**config.mk**
```make
export PLATFORM = sky130hd
export DESIGN_NAME = spi_flash_master
export DESIGN_NICKNAME = d
export VERILOG_FILES = /design/src/rtl/spi_flash_master.sv
export SDC_FILE = /design/constraint.sdc
export NUM_CORES = 1
export LEC_CHECK = 0
export BUFFER_PORTS_ARGS = -buffer_cell sky130_fd_sc_hd__buf_4
export CORE_MARGIN = 2
export CORE_UTILIZATION = 56
export DETAILED_ROUTE_END_ITERATION = 8
export PLACE_DENSITY_LB_ADDON = 0.05
export SLEW_MARGIN = 20
export SYNTH_ARGS = -nofsm -noshare
export SYNTH_HDL_FRONTEND = slang
export SYNTH_SLANG_ARGS = --single-unit
```
**constraint.sdc**
```tcl
create_clock -name clk -period 3.61 [get_ports clk]
set_clock_uncertainty 0.15 [all_clocks]
set_input_delay 0.1805 -clock clk [delete_from_list [all_inputs] [get_ports clk]]
set_output_delay 0.1805 -clock clk [all_outputs]
set_load 0.02 [all_outputs]
```
**src/rtl/spi_flash_master.sv**
```systemverilog
// spi_flash_master
//   SPI mode-0 initiator for reading an external SPI flash. It sends a command
//   byte, optionally a 24-bit address, then clocks in len data bytes and hands
//   them out on a valid/ready byte stream.
//
// Ports
//   clk, reset_n         system clock, asynchronous active-low reset
//   cmd_strobe           one-cycle start request (ignored while a transfer runs)
//   cmd, has_addr, addr  command byte, address-phase enable, address (bits 23:0 sent)
//   len                  number of data bytes to read (0 = none)
//   busy, done           transfer in progress / one-cycle completion pulse
//   rx_data, rx_valid    received byte stream, consumed on rx_valid && rx_ready
//   rx_ready             consumer ready
//   spi_cs, spi_clk      chip select (active low), SCK (idles low)
//   spi_mosi, spi_miso   serial data out / in (miso is asynchronous to clk)
module spi_flash_master #(
  parameter int DIVISOR   = 4,
  parameter int LEN_WIDTH = 16,
  parameter int CS_HIGH   = 8
) (
  input  logic                 clk,
  input  logic                 reset_n,
  input  logic                 cmd_strobe,
  input  logic [7:0]           cmd,
  input  logic                 has_addr,
  input  logic [31:0]          addr,
  input  logic [LEN_WIDTH-1:0] len,
  output logic                 busy,
  output logic                 done,
  output logic [7:0]           rx_data,
  output logic                 rx_valid,
  input  logic                 rx_ready,
  output logic                 spi_cs,
  output logic                 spi_clk,
  output logic                 spi_mosi,
  input  logic                 spi_miso
);

  // One counter serves as the in-bit phase counter and as the TAIL/GAP timer.
  localparam int CNT_MAX = (2 * DIVISOR > CS_HIGH) ? 2 * DIVISOR : CS_HIGH;
  localparam int CNT_W   = $clog2(CNT_MAX + 1);

  localparam logic [CNT_W-1:0]     CNT_ZERO   = {CNT_W{1'b0}};
  localparam logic [CNT_W-1:0]     CNT_ONE    = {{(CNT_W-1){1'b0}}, 1'b1};
  localparam logic [CNT_W-1:0]     HIGH_FIRST = CNT_W'(DIVISOR);
  localparam logic [CNT_W-1:0]     BIT_LAST   = CNT_W'(2 * DIVISOR - 1);
  localparam logic [CNT_W-1:0]     TAIL_LAST  = CNT_W'(DIVISOR - 1);
  localparam logic [CNT_W-1:0]     GAP_LAST   = CNT_W'(CS_HIGH - 1);
  localparam logic [LEN_WIDTH-1:0] LEN_ZERO   = {LEN_WIDTH{1'b0}};
  localparam logic [LEN_WIDTH-1:0] LEN_ONE    = {{(LEN_WIDTH-1){1'b0}}, 1'b1};

  typedef enum logic [2:0] {
    ST_IDLE = 3'd0,
    ST_CMD  = 3'd1,
    ST_ADDR = 3'd2,
    ST_DATA = 3'd3,
    ST_TAIL = 3'd4,
    ST_GAP  = 3'd5
  } state_t;

  state_t               state_r, state_nx;
  logic [CNT_W-1:0]     cnt_r, cnt_nx;
  logic [4:0]           bit_r, bit_nx;
  logic [LEN_WIDTH-1:0] len_r, len_nx;
  logic                 has_addr_r, has_addr_nx;
  logic [31:0]          tx_sh_r, tx_sh_nx;
  logic [7:0]           rx_sh_r, rx_sh_nx;
  logic [7:0]           rx_data_r, rx_data_nx;
  logic                 rx_valid_r, rx_valid_nx;
  logic                 miso_meta_r, miso_sync_r;
  logic                 busy_r, busy_nx;
  logic                 done_r, done_nx;
  logic                 cs_r, cs_nx;
  logic                 sck_r, sck_nx;
  logic                 mosi_r, mosi_nx;
  logic                 bit_end_s;
  logic                 stall_s;
  logic                 shifting_nx_s;
  logic                 unused_addr_s;

  // Only the low 24 address bits go on the wire.
  assign unused_addr_s = ^addr[31:24];

  assign busy     = busy_r;
  assign done     = done_r;
  assign rx_data  = rx_data_r;
  assign rx_valid = rx_valid_r;
  assign spi_cs   = cs_r;
  assign spi_clk  = sck_r;
  assign spi_mosi = mosi_r;

  // Last clk cycle of an SCK high phase: sample point and SCK falling boundary.
  assign bit_end_s = (cnt_r == BIT_LAST);
  // Hold the low phase while an unconsumed byte would otherwise be overrun.
  assign stall_s   = (state_r == ST_DATA) && (cnt_r < HIGH_FIRST) &&
                     rx_valid_r && !rx_ready;

  // Two-flop synchronizer for the asynchronous MISO line.
  always_ff @(posedge clk or negedge reset_n) begin
    if (!reset_n) begin
      miso_meta_r <= 1'b0;
      miso_sync_r <= 1'b0;
    end else begin
      miso_meta_r <= spi_miso;
      miso_sync_r <= miso_meta_r;
    end
  end

  // State, datapath and registered-output update.
  always_ff @(posedge clk or negedge reset_n) begin
    if (!reset_n) begin
      state_r    <= ST_IDLE;
      cnt_r      <= CNT_ZERO;
      bit_r      <= 5'd0;
      len_r      <= LEN_ZERO;
      has_addr_r <= 1'b0;
      tx_sh_r    <= 32'd0;
      rx_sh_r    <= 8'd0;
      rx_data_r  <= 8'd0;
      rx_valid_r <= 1'b0;
      busy_r     <= 1'b0;
      done_r     <= 1'b0;
      cs_r       <= 1'b1;
      sck_r      <= 1'b0;
      mosi_r     <= 1'b0;
    end else begin
      state_r    <= state_nx;
      cnt_r      <= cnt_nx;
      bit_r      <= bit_nx;
      len_r      <= len_nx;
      has_addr_r <= has_addr_nx;
      tx_sh_r    <= tx_sh_nx;
      rx_sh_r    <= rx_sh_nx;
      rx_data_r  <= rx_data_nx;
      rx_valid_r <= rx_valid_nx;
      busy_r     <= busy_nx;
      done_r     <= done_nx;
      cs_r       <= cs_nx;
      sck_r      <= sck_nx;
      mosi_r     <= mosi_nx;
    end
  end

  // Next-state, datapath and next-output logic.
  always_comb begin
    state_nx    = state_r;
    cnt_nx      = cnt_r;
    bit_nx      = bit_r;
    len_nx      = len_r;
    has_addr_nx = has_addr_r;
    tx_sh_nx    = tx_sh_r;
    rx_sh_nx    = rx_sh_r;
    rx_data_nx  = rx_data_r;
    // The handshake clears the byte regardless of state; a fresh byte wins below.
    rx_valid_nx = rx_valid_r && !rx_ready;

    case (state_r)
      ST_IDLE: begin
        if (cmd_strobe) begin
          state_nx    = ST_CMD;
          cnt_nx      = CNT_ZERO;
          bit_nx      = 5'd0;
          len_nx      = len;
          has_addr_nx = has_addr;
          tx_sh_nx    = {cmd, addr[23:0]};
        end else begin
          state_nx = ST_IDLE;
        end
      end

      ST_CMD: begin
        if (bit_end_s) begin
          tx_sh_nx = {tx_sh_r[30:0], 1'b0};
          cnt_nx   = CNT_ZERO;
          if (bit_r == 5'd7) begin
            bit_nx = 5'd0;
            if (has_addr_r) begin
              state_nx = ST_ADDR;
            end else if (len_r != LEN_ZERO) begin
              state_nx = ST_DATA;
            end else begin
              state_nx = ST_TAIL;
            end
          end else begin
            bit_nx = bit_r + 5'd1;
          end
        end else begin
          cnt_nx = cnt_r + CNT_ONE;
        end
      end

      ST_ADDR: begin
        if (bit_end_s) begin
          tx_sh_nx = {tx_sh_r[30:0], 1'b0};
          cnt_nx   = CNT_ZERO;
          if (bit_r == 5'd23) begin
            bit_nx = 5'd0;
            if (len_r != LEN_ZERO) begin
              state_nx = ST_DATA;
            end else begin
              state_nx = ST_TAIL;
            end
          end else begin
            bit_nx = bit_r + 5'd1;
          end
        end else begin
          cnt_nx = cnt_r + CNT_ONE;
        end
      end

      ST_DATA: begin
        if (stall_s) begin
          cnt_nx = cnt_r;
        end else if (bit_end_s) begin
          rx_sh_nx = {rx_sh_r[6:0], miso_sync_r};
          cnt_nx   = CNT_ZERO;
          if (bit_r == 5'd7) begin
            bit_nx      = 5'd0;
            rx_data_nx  = {rx_sh_r[6:0], miso_sync_r};
            rx_valid_nx = 1'b1;
            len_nx      = len_r - LEN_ONE;
            // The final byte does not wait for the consumer.
            if (len_r == LEN_ONE) begin
              state_nx = ST_TAIL;
            end else begin
              state_nx = ST_DATA;
            end
          end else begin
            bit_nx = bit_r + 5'd1;
          end
        end else begin
          cnt_nx = cnt_r + CNT_ONE;
        end
      end

      ST_TAIL: begin
        if (cnt_r == TAIL_LAST) begin
          state_nx = ST_GAP;
          cnt_nx   = CNT_ZERO;
        end else begin
          cnt_nx = cnt_r + CNT_ONE;
        end
      end

      ST_GAP: begin
        if (cnt_r == GAP_LAST) begin
          state_nx = ST_IDLE;
          cnt_nx   = CNT_ZERO;
        end else begin
          cnt_nx = cnt_r + CNT_ONE;
        end
      end

      default: begin
        state_nx = ST_IDLE;
        cnt_nx   = CNT_ZERO;
      end
    endcase

    // Outputs are registered, so they are derived from the next state.
    shifting_nx_s = (state_nx == ST_CMD) || (state_nx == ST_ADDR) ||
                    (state_nx == ST_DATA);
    done_nx = (state_nx == ST_GAP) && (cnt_nx == GAP_LAST);
    busy_nx = (state_nx != ST_IDLE) && !done_nx;
    cs_nx   = !(shifting_nx_s || (state_nx == ST_TAIL));
    sck_nx  = shifting_nx_s && (cnt_nx >= HIGH_FIRST);
    mosi_nx = ((state_nx == ST_CMD) || (state_nx == ST_ADDR)) ? tx_sh_nx[31] : 1'b0;
  end

endmodule

```
==> Implementation_results.wiki, run 1 <==
{| class="wikitable"
! Metric !! Value
|-
| Cell Rows || 31
|-
| Multiplexer area fraction after synthesis || 4.74%
|-
| Final slew viol count || 0
|-
| Gate count of the mapped netlist || 445
|-
| H-tree depth || 3
|-
| Syn-to-layout area delta || 29.2%
|-
| Leakage power summed over all cells || 2.55 nW
|-
| Number of flip-flops and latches in the synthesized netlist || 84
|-
| Largest net degree at the start of global routing || 85
|-
| Final design utilization || 75.3%
|-
| Top-Level Pins || 76
|-
| Relative slew slack || 50.4%
|-
| Largest driver fanout on the critical path || 5
|-
| Synth Area in XOR/XNOR || 0.206%
|-
| Switching part of the total power || 28.3%
|-
| Total clock sinks || 84
|-
| Worst supply voltage drop on vdd || 0.000204 V
|-
| Crit. End Element || flip-flop
|-
| Final setup violating endpoints || 0
|-
| Combinational power share || 16.9%
|-
| Worst Max-Slew Pin Slew || 744 ps
|-
| Register area share after synthesis || 49.5%
|-
| Type of the most critical hold path || primary input to flip-flop
|-
| Startpoint types || flip-flop
|-
| Internal power contribution || 0.00154 W
|-
| DRC viols || 0
|-
| Total via count after detailed routing || 3,666
|-
| Final hold slack || 11.6 ps
|-
| Mean routed wirelength per cell || 14.3 µm
|-
| Filler cell count in the final layout || 559
|-
| Post-synthesis adder-cell area fraction || 1.47%
|-
| Crit path buf inv count || 0
|-
| DR iter-0 viols || 185
|-
| Routability Congestion || 0.818
|-
| Number of gates resized after cts || 0
|-
| DP HPWL || 5920 µm
|-
| DP Worst Slack || 940 ps
|-
| Compound-cell area share of the yosys netlist || 18.6%
|-
| Total Nets Final || 617
|-
| Number of nets with antenna violations after routing || 0
|-
| Proportion of layout cells with a drive suffix above 1 || 20.4%
|-
| Number of global-route vias before repair || 3,506
|-
| First-pass GRT wire length || 16,200 µm
|-
| Port Buffer Count || 67
|-
| CP delay by family, top || simple AND/OR/NAND/NOR gates
|-
| Endpoint arrival time on the critical path || 2760 ps
|-
| Power share of the sequential group || 53.4%
|-
| Clk network pwr share || 29.7%
|-
| Dominant combinational cell family by area after synthesis || simple AND/OR/NAND/NOR gates
|-
| Floorplan die area || 8300 µm²
|-
| Unrepaired setup endpoints after global routing || no
|-
| Count of unique library cells instantiated by Yosys || 62
|-
| Delay of the slowest cell on the worst path || 650 ps
|-
| Areal power density over the cells || 392 nW/µm²
|-
| Critical Path, Cell by Cell || or4_1 > or4_4 > or3_4 > nor3_4 > a31oi_1 > o22a_1
|-
| Core box area || 7290 µm²
|-
| Drt total wl || 9340 µm
|-
| Clk_lat worst skew || 340 ps
|-
| Summed area of non-filler cells in the final layout || 5490 µm²
|-
| Share of the cycle needed by the critical path after routing || 74.0%
|-
| Number of buffers inserted during clock tree synthesis || 9
|-
| Number of max-cap violations || 0
|-
| Clock tree from TritonCTS || done
|-
| Number of warnings printed during yosys synthesis || 0
|-
| Netlist area before placement || 4250 µm²
|-
| Highest clock rate || 0.375 GHz
|-
| Total congestion overflow after global routing || 0
|-
| Async set or reset register ratio after synthesis || 100%
|-
| Root Buffer Master || sky130_fd_sc_hd__clkbuf_8
|-
| Detailed Routing Iterations Pass 1 || 5
|-
| CTS Buffer Depth || 2
|-
| Setup Total Neg Slack || 0 ps
|-
| Switching power of the nets || 0.000610 W
|-
| Instance area after placement || 4840 µm²
|-
| Overall fraction of global-route tracks in use || 24.0%
|-
| Mapped Nets || 512
|-
| Final number of hold-violating endpoints || 0
|-
| Status || finished clean
|-
| Share of synthesized cell area in and, or, nand and nor gates || 22.5%
|-
| Startpoint-to-endpoint class of the critical path || flip-flop to flip-flop
|-
| Die width || 91.1 µm
|-
| Required time worst endpoint || 3700 ps
|-
| Die boundary height || 91.1 µm
|-
| Average footprint of a synthesized cell || 9.55 µm²
|-
| Primary FF master, synth || sky130_fd_sc_hd__dfrtp_1
|-
| Routed vias/inst || 5.61
|-
| Number of synthesized flops with an enable pin || 0
|-
| Antenna violations before repair || 0
|-
| Reg clk slew, reported paths || 90 ps
|-
| Number of diodes || 0
|-
| Effective utilization at floorplan || 58.3%
|-
| PnR worst setup slack || 940 ps
|-
| Cell type of the slowest stage on the worst timing path || sky130_fd_sc_hd__or4_1
|-
| Final critical path time including I/O delays and setup || 2670 ps
|}
worst min-delay path, stage by stage:
cell and delay, ps:
sky130_fd_sc_hd__buf_4 80, sky130_fd_sc_hd__nand2_1 30, sky130_fd_sc_hd__o21ai_0 70, sky130_fd_sc_hd__a22o_1 120
per-layer routing:
layer / part of all wire [%] / track usage (%) / up-vias
li1: - / - / 1823
met1: 46 / 33.8 / 1742
met2: 49 / 39.1 / 91
met3: 3.7 / 3.49 / 10
met4: 1.1 / 6.82 / 0
met5: 0 / 0 / -
final timing paths:
check	from	to	slack [ps]	depth (start not counted)
setup / recovery	len_r[2]	len_r[15]	940	6
hold / removal	len[12]	len_r[12]	10	4
setup reg to reg	len_r[2]	len_r[15]	940	6
hold reg to reg	miso_meta_r	miso_sync_r	210	0
max in group asynchronous	reset_n	len_r[0]	2490	2
min in group asynchronous	reset_n	rx_data[4]	290	2
registers in the layout, summed over array words and instances (netlist names), 3 cells and up:
name     flops
rx_data      8
tx_sh_r     32
cnt_r        4
state_r      3
len_r       16
bit_r        5
rx_sh_r      7
through the flow:
step	total power (W)	cells
after global placement	0.00148	593
after global routing	0.00228	654
after CTS	0.00217	654
final	0.00215	654
after detailed placement	0.00149	593
after floorplan	0.00136	445
final cells by class:
type                    count  area, µm²  area share (%)
flip-flops and latches     84       2100            38.3
multi-input cells         330       2030            37.0
well taps                  99        124            2.26
clock inverters             5       42.5           0.775
clock buffers              11        151            2.76
inverters                   5       18.8           0.342
repair buffers            120       1020            18.5
cells in the final DEF, fill, tap and decap left out, types with 4 or more instances in the layout:
cell	n
sky130_fd_sc_hd__a22oi_1	35
sky130_fd_sc_hd__o21ai_1	18
sky130_fd_sc_hd__inv_1	4
sky130_fd_sc_hd__mux2_1	8
sky130_fd_sc_hd__nand3_1	8
sky130_fd_sc_hd__dfrtp_1	83
sky130_fd_sc_hd__nor2b_1	4
sky130_fd_sc_hd__o21ai_0	5
sky130_fd_sc_hd__nor3_1	14
sky130_fd_sc_hd__dlygate4sd3_1	45
sky130_fd_sc_hd__mux2_2	9
sky130_fd_sc_hd__nand2_1	89
sky130_fd_sc_hd__nor2_1	32
sky130_fd_sc_hd__a21oi_1	20
sky130_fd_sc_hd__and3b_1	4
sky130_fd_sc_hd__buf_4	74
sky130_fd_sc_hd__a31oi_1	6
sky130_fd_sc_hd__ha_1	5
sky130_fd_sc_hd__clkbuf_8	11
sky130_fd_sc_hd__a22o_1	5
power by group through the flow:
stage	clock, W	sequential [W]	combinational [W]
floorplan	0	0.00113	0.000237
global placement	0	0.00116	0.000314
detailed placement	0	0.00117	0.000323
CTS	0.000659	0.00115	0.000363
global route	0.000698	0.00117	0.000411
finish	0.000639	0.00115	0.000365
synthesized netlist by cell type (all sizes together), types with 4 or more instances:
cell | number | area [µm²]
dfrtp | 83 | 2080
and3b | 4 | 35.0
nand3 | 8 | 40.0
a22o | 5 | 43.8
clkbuf | 24 | 90.1
a31oi | 6 | 37.5
mux2 | 17 | 191
nor3 | 16 | 91.3
ha | 5 | 62.6
inv | 4 | 15.0
o21ai | 23 | 115
a22oi | 35 | 263
nor2 | 33 | 124
a21oi | 20 | 100
nor2b | 4 | 25.0
nand2 | 89 | 334
or4 | 5 | 45.0
repair_timing:
action / in CTS / in global routing
buffers inserted: 0 / 0
hold endpoints to repair: 127 / 0
hold buffers: 45 / 0
logic make-up after synthesis:
logic type | count (synthesis)
fa+ha+maj | 5
simple gates | 189
compound gates | 117
flops | 84
xor+xnor | 1
buf+inv | 31
mux | 18
(Power assumes the default switching activity.)
==> inputs of run 2 (changes only) <==
==> constraint.sdc (replaced) <==
create_clock -name clk -period 2.53 [get_ports clk]
set_clock_uncertainty 0.15 [all_clocks]
set_input_delay 0.1265 -clock clk [delete_from_list [all_inputs] [get_ports clk]]
set_output_delay 0.1265 -clock clk [all_outputs]
set_load 0.02 [all_outputs]
==> Implementation_results.wiki, run 2 (synthesis gave the netlist of run 1 again) <==
{| class="wikitable"
! Metric !! Value
|-
| Worst R2R Path Depth || 6
|-
| DP HPWL || 6710 µm
|-
| Highest clock rate || 0.395 GHz
|-
| Number of buffers inserted during clock tree synthesis || 9
|-
| Drt total wl || 10,400 µm
|-
| Mean routed wirelength per cell || 15.1 µm
|-
| Total via count after detailed routing || 3,967
|-
| Required time worst endpoint || 2650 ps
|-
| Relative slew slack || 55.6%
|-
| Proportion of layout cells with a drive suffix above 1 || 25.1%
|-
| Routed vias/inst || 5.76
|-
| Syn-to-layout area delta || 36.6%
|-
| Number of global-route vias before repair || 3,909
|-
| Worst Max-Slew Pin Slew || 665 ps
|-
| Number of diodes || 0
|-
| Endpoint arrival time on the critical path || 2650 ps
|-
| Crit. End Element || flip-flop
|-
| Effective utilization at floorplan || 58.3%
|-
| Final slew viol count || 0
|-
| Worst supply voltage drop on vdd || 0.000304 V
|-
| Antenna violations before repair || 0
|-
| Overall fraction of global-route tracks in use || 26.4%
|-
| Top-Level Pins || 76
|-
| Number of cells traversed by the worst hold path || 4
|-
| Post-route non-filler standard cell count || 689
|-
| Status || finished with violations
|-
| Total Power || 0.00324 W
|-
| Total clock sinks || 84
|-
| DRC viols || 0
|-
| Total Nets Final || 652
|-
| Share of the cycle needed by the critical path after routing || 100%
|-
| Largest driver fanout on the critical path || 5
|-
| Max FFs per register || 32
|-
| Total congestion overflow after global routing || 0
|-
| Clk_lat worst skew || 350 ps
|-
| PnR worst setup slack || -1.19 ps
|-
| Placed insts || 620
|-
| Port Buffer Count || 67
|-
| Largest net degree at the start of global routing || 53
|-
| Unrepaired setup endpoints after global routing || yes
|-
| Top library cells by usage in the layout, fill and taps aside || 106 x sky130_fd_sc_hd__buf_4, 89 x sky130_fd_sc_hd__nand2_1, 83 x sky130_fd_sc_hd__dfrtp_1
|-
| Final setup violating endpoints || 1
|-
| Routability Congestion || 0.872
|-
| Leakage power summed over all cells || 2.74 nW
|-
| Die boundary height || 91.1 µm
|-
| Die width || 91.1 µm
|-
| Largest register by flop count || tx_sh_r
|-
| First-pass GRT wire length || 18,000 µm
|-
| Final number of hold-violating endpoints || 0
|-
| Startpoint-to-endpoint class of the critical path || flip-flop to flip-flop
|-
| Core box area || 7290 µm²
|-
| Leading cell type in the layout, fill and taps excluded || sky130_fd_sc_hd__buf_4
|-
| Type of the most critical hold path || primary input to flip-flop
|-
| Reg clk slew, reported paths || 90 ps
|-
| Detailed Routing Iterations Pass 1 || 5
|-
| CTS Buffer Depth || 2
|-
| Floorplan die area || 8300 µm²
|-
| Areal power density over the cells || 558 nW/µm²
|-
| Final critical path time including I/O delays and setup || 2530 ps
|-
| Number of nets with antenna violations after routing || 0
|-
| Failing checks || setup timing
|-
| Startpoint types || flip-flop
|-
| Filler cell count in the final layout || 491
|-
| Root Buffer Master || sky130_fd_sc_hd__clkbuf_8
|-
| DR iter-0 viols || 234
|-
| Clock tree from TritonCTS || done
|-
| Cell Rows || 31
|-
| H-tree depth || 3
|-
| Number of max-cap violations || 0
|}
==> run 2: worst paths after layout <==
path | start | to | slack [ps]
min in group asynchronous | reset_n | rx_sh_r[3] | 190
max in group asynchronous | reset_n | tx_sh_r[20] | 1380
worst max-delay path | len_r[7] | spi_mosi | -1
worst min register to register | miso_meta_r | miso_sync_r | 200
worst min-delay path | cmd_strobe | bit_r[2] | 10
worst max register to register | len_r[7] | spi_mosi | -1
==> run 2: cell type report <==
cell class              count  area [µm²]  area share, %
multi-input cells         330        2070           35.7
clock inverters             6        71.3           1.23
flip-flops and latches     84        2100           36.3
repair buffers            155        1290           22.2
inverters                   5        18.8          0.324
clock buffers              10         128           2.20
well taps                  99         124           2.14
==> run 2: through the flow <==
stage	TNS, ps	setup slack, ps	utilization, %	hold slack, ps	cell area [µm²]
after global placement	0	44.8	69.2	47.8	5050
after floorplan	0	3.13	-	-319	4250
after CTS	0	1.97	78.9	6.13	5750
after global routing	-189	-93.1	79.5	41.2	5800
final	-1.19	-1.19	79.5	14.4	5800
after detailed placement	-33.9	-20.4	69.2	52.6	5050
==> run 2: critical path, cell delays in order (launching register included) <==
cell	delay, ps
sky130_fd_sc_hd__dfrtp_1	390
sky130_fd_sc_hd__or4_4	560
sky130_fd_sc_hd__nand4b_4	230
sky130_fd_sc_hd__o31ai_1	360
sky130_fd_sc_hd__o21ai_2	130
sky130_fd_sc_hd__or3b_1	390
sky130_fd_sc_hd__a221oi_2	230
==> run 2: repair_timing <==
item / 4_1_cts / 5_1_grt
hold buffers: 49 / 0
resized for setup: 1 / 4
setup endpoints to repair: 2 / 5
buffers inserted: 1 / 3
hold endpoints to repair: 96 / 0
pin swaps: 1 / 3
==> run 2: layer usage <==
| layer | up-vias | share of wire [%] | GRT usage, % |
|---|---|---|---|
| met5 | - | 0 | 0 |
| met4 | 0 | 2.2 | 7.20 |
| met3 | 21 | 5.5 | 4.40 |
| met2 | 130 | 50 | 44.7 |
| met1 | 1913 | 42 | 35.5 |
| li1 | 1903 | - | - |
==> run 2: report_power, final <==
part           leakage [nW]  switching (W)  total [W]  internal [W]
clock network        0.0992       0.000517   0.000986      0.000469
registers              1.06       0.000123    0.00161       0.00149
logic                  1.58       0.000284   0.000642      0.000358
total                  2.74       0.000924    0.00324       0.00231
==> inputs of run 3 (changes only) <==
--- a/config.mk
+++ b/config.mk
@@ -6,10 +6,13 @@
 export NUM_CORES = 1
 export LEC_CHECK = 0
 export BUFFER_PORTS_ARGS = -buffer_cell sky130_fd_sc_hd__buf_4
+export CELL_PAD_IN_SITES_DETAIL_PLACEMENT = 0
+export CELL_PAD_IN_SITES_GLOBAL_PLACEMENT = 1
 export CORE_MARGIN = 2
-export CORE_UTILIZATION = 56
+export CORE_UTILIZATION = 43
 export DETAILED_ROUTE_END_ITERATION = 8
 export PLACE_DENSITY_LB_ADDON = 0.05
+export SKIP_CTS_REPAIR_TIMING = 1
 export SLEW_MARGIN = 20
 export SYNTH_ARGS = -nofsm -noshare
 export SYNTH_HDL_FRONTEND = slang
==> Implementation_results.wiki, run 3 (synthesis gave the netlist of run 1 again) <==
{| class="wikitable"
! Metric !! Value
|-
| Leading cell type in the layout, fill and taps excluded || sky130_fd_sc_hd__buf_4
|-
| Clock tree from TritonCTS || done
|-
| Crit path buf inv count || 0
|-
| Syn-to-layout area delta || 37.9%
|-
| Endpoint arrival time on the critical path || 2580 ps
|-
| Clk_lat worst skew || 350 ps
|-
| Total Power || 0.00331 W
|-
| Routability Congestion || 0.896
|-
| Die boundary height || 103 µm
|-
| Number of buffers inserted during clock tree synthesis || 9
|-
| Share of the cycle needed by the critical path after routing || 98.9%
|-
| Port Buffer Count || 67
|-
| Final slew viol count || 0
|-
| Max FFs per register || 32
|-
| Reg clk slew, reported paths || 90 ps
|-
| Floorplan die area || 10,700 µm²
|-
| Total Nets Final || 653
|-
| Number of diodes || 0
|-
| Routed vias/inst || 5.33
|-
| Largest driver fanout on the critical path || 3
|-
| Delay of the slowest cell on the worst path || 540 ps
|-
| Failing checks || hold timing
|-
| DP Worst Slack || -12.5 ps
|-
| Top-Level Pins || 76
|-
| CP delay by family, top || simple AND/OR/NAND/NOR gates
|-
| Total congestion overflow after global routing || 0
|-
| Status || finished with violations
|-
| Cell repeated most along the worst path || sky130_fd_sc_hd__or4_4
|-
| Crit. End Element || flip-flop
|-
| Worst Max-Slew Pin Slew || 574 ps
|-
| First-pass GRT wire length || 16,500 µm
|-
| Total clock sinks || 84
|-
| PnR worst setup slack || 28.5 ps
|-
| Final hold slack || -36.9 ps
|-
| Placed insts || 659
|-
| Antenna violations before repair || 0
|-
| Unrepaired setup endpoints after global routing || yes
|-
| DP HPWL || 7110 µm
|-
| H-tree depth || 3
|-
| Number of nets with antenna violations after routing || 0
|-
| Proportion of layout cells with a drive suffix above 1 || 25.9%
|-
| Total via count after detailed routing || 3,857
|-
| Core box area || 9680 µm²
|-
| Root Buffer Master || sky130_fd_sc_hd__clkbuf_8
|-
| Startpoint types || flip-flop
|-
| Post-route non-filler standard cell count || 724
|-
| Final design utilization || 60.5%
|-
| CTS Buffer Depth || 2
|-
| Drt total wl || 10,500 µm
|-
| Effective utilization at floorplan || 43.9%
|-
| Detailed Routing Iterations Pass 1 || 4
|-
| Final critical path time including I/O delays and setup || 2500 ps
|-
| DR iter-0 viols || 117
|-
| Leakage power summed over all cells || 2.74 nW
|-
| Areal power density over the cells || 564 nW/µm²
|-
| DRC viols || 0
|-
| Relative slew slack || 61.7%
|-
| Final number of hold-violating endpoints || 2
|-
| Die width || 103 µm
|-
| Number of max-cap violations || 0
|-
| Highest clock rate || 0.400 GHz
|-
| Worst supply voltage drop on vdd || 0.000294 V
|-
| Overall fraction of global-route tracks in use || 19.6%
|-
| Top library cells by usage in the layout, fill and taps aside || 109 x sky130_fd_sc_hd__buf_4, 89 x sky130_fd_sc_hd__nand2_1, 83 x sky130_fd_sc_hd__dfrtp_1
|-
| Type of the most critical hold path || primary input to flip-flop
|-
| Required time worst endpoint || 2610 ps
|-
| Register cell area after layout || 2100 µm²
|-
| Largest register by flop count || tx_sh_r
|-
| Critical Path, Cell by Cell || or4_4 > or4_4 > or3_4 > nor3_4 > a31oi_1 > o22a_1
|-
| Largest net degree at the start of global routing || 48
|-
| Area used by multi-input combinational logic || 2060 µm²
|-
| Final setup violating endpoints || 0
|-
| Filler cell count in the final layout || 887
|-
| Mean routed wirelength per cell || 14.6 µm
|-
| Cell Rows || 36
|-
| Number of global-route vias before repair || 3,457
|-
| Startpoint-to-endpoint class of the critical path || flip-flop to flip-flop
|-
| Cell type of the slowest stage on the worst timing path || sky130_fd_sc_hd__or4_4
|}
run 3: cell count changes in the layout (fill, tap and decap cells not counted), sizes merged:
cell | previous run | this run
buf | 106 | 109
clkbuf | 10 | 12
dlygate4sd3 | 49 | 47
inv | 7 | 5
run 3: area by class of cell:
type,count,share of cell area [%]
repair buffers,156,22.0
multi-input cells,330,35.2
clock buffers,12,2.82
well taps,133,2.84
clock inverters,4,0.940
inverters,5,0.320
flip-flops and latches,84,35.9
run 3: metal layers:
layer | part of all wire (%) | global-route usage (%) | up-vias
met5 | 0 | 0 | -
met4 | 0.36 | 6.17 | 0
met3 | 3.3 | 2.55 | 2
met2 | 48 | 31.1 | 71
met1 | 48 | 28.0 | 1892
li1 | - | - | 1892
run 3: final timing paths:
path / startpoint / to / slack [ps] / cells past startpoint
worst max-delay path: len_r[1] / len_r[15] / 30 / 6
worst min-delay path: len[10] / len_r[10] / -40 / 3
worst max register to register: len_r[1] / len_r[15] / 30 / 6
worst min register to register: miso_meta_r / miso_sync_r / 210 / 0
max in group asynchronous: reset_n / spi_cs / 1370 / 3
min in group asynchronous: reset_n / rx_data[6] / 150 / 2
run 3: worst min-delay path: cells and delay by family:
family                 cells  cell delay, ps
AOI/OAI and AO/OA          2             220
buffers and inverters      1              80
run 3: stage by stage:
| stage | hold slack [ps] | instance area (µm²) | TNS, ps |
|---|---|---|---|
| 4_1_cts | -371 | 5350 | -7.77 |
| 5_1_grt | 1.41 | 5860 | -167 |
| 3_5_place_dp | 19.2 | 5130 | -12.5 |
| 6_report | -36.9 | 5860 | 0 |
| 3_3_place_gp | 13.2 | 5130 | 0 |
| 2_1_floorplan | -319 | 4250 | 0 |
run 3: where the power goes:
group          leakage, nW  total, W  internal, W  switching (W)
clock network        0.109   0.00104     0.000543       0.000499
logic                 1.57  0.000674     0.000356       0.000318
registers             1.06   0.00159      0.00149       0.000104
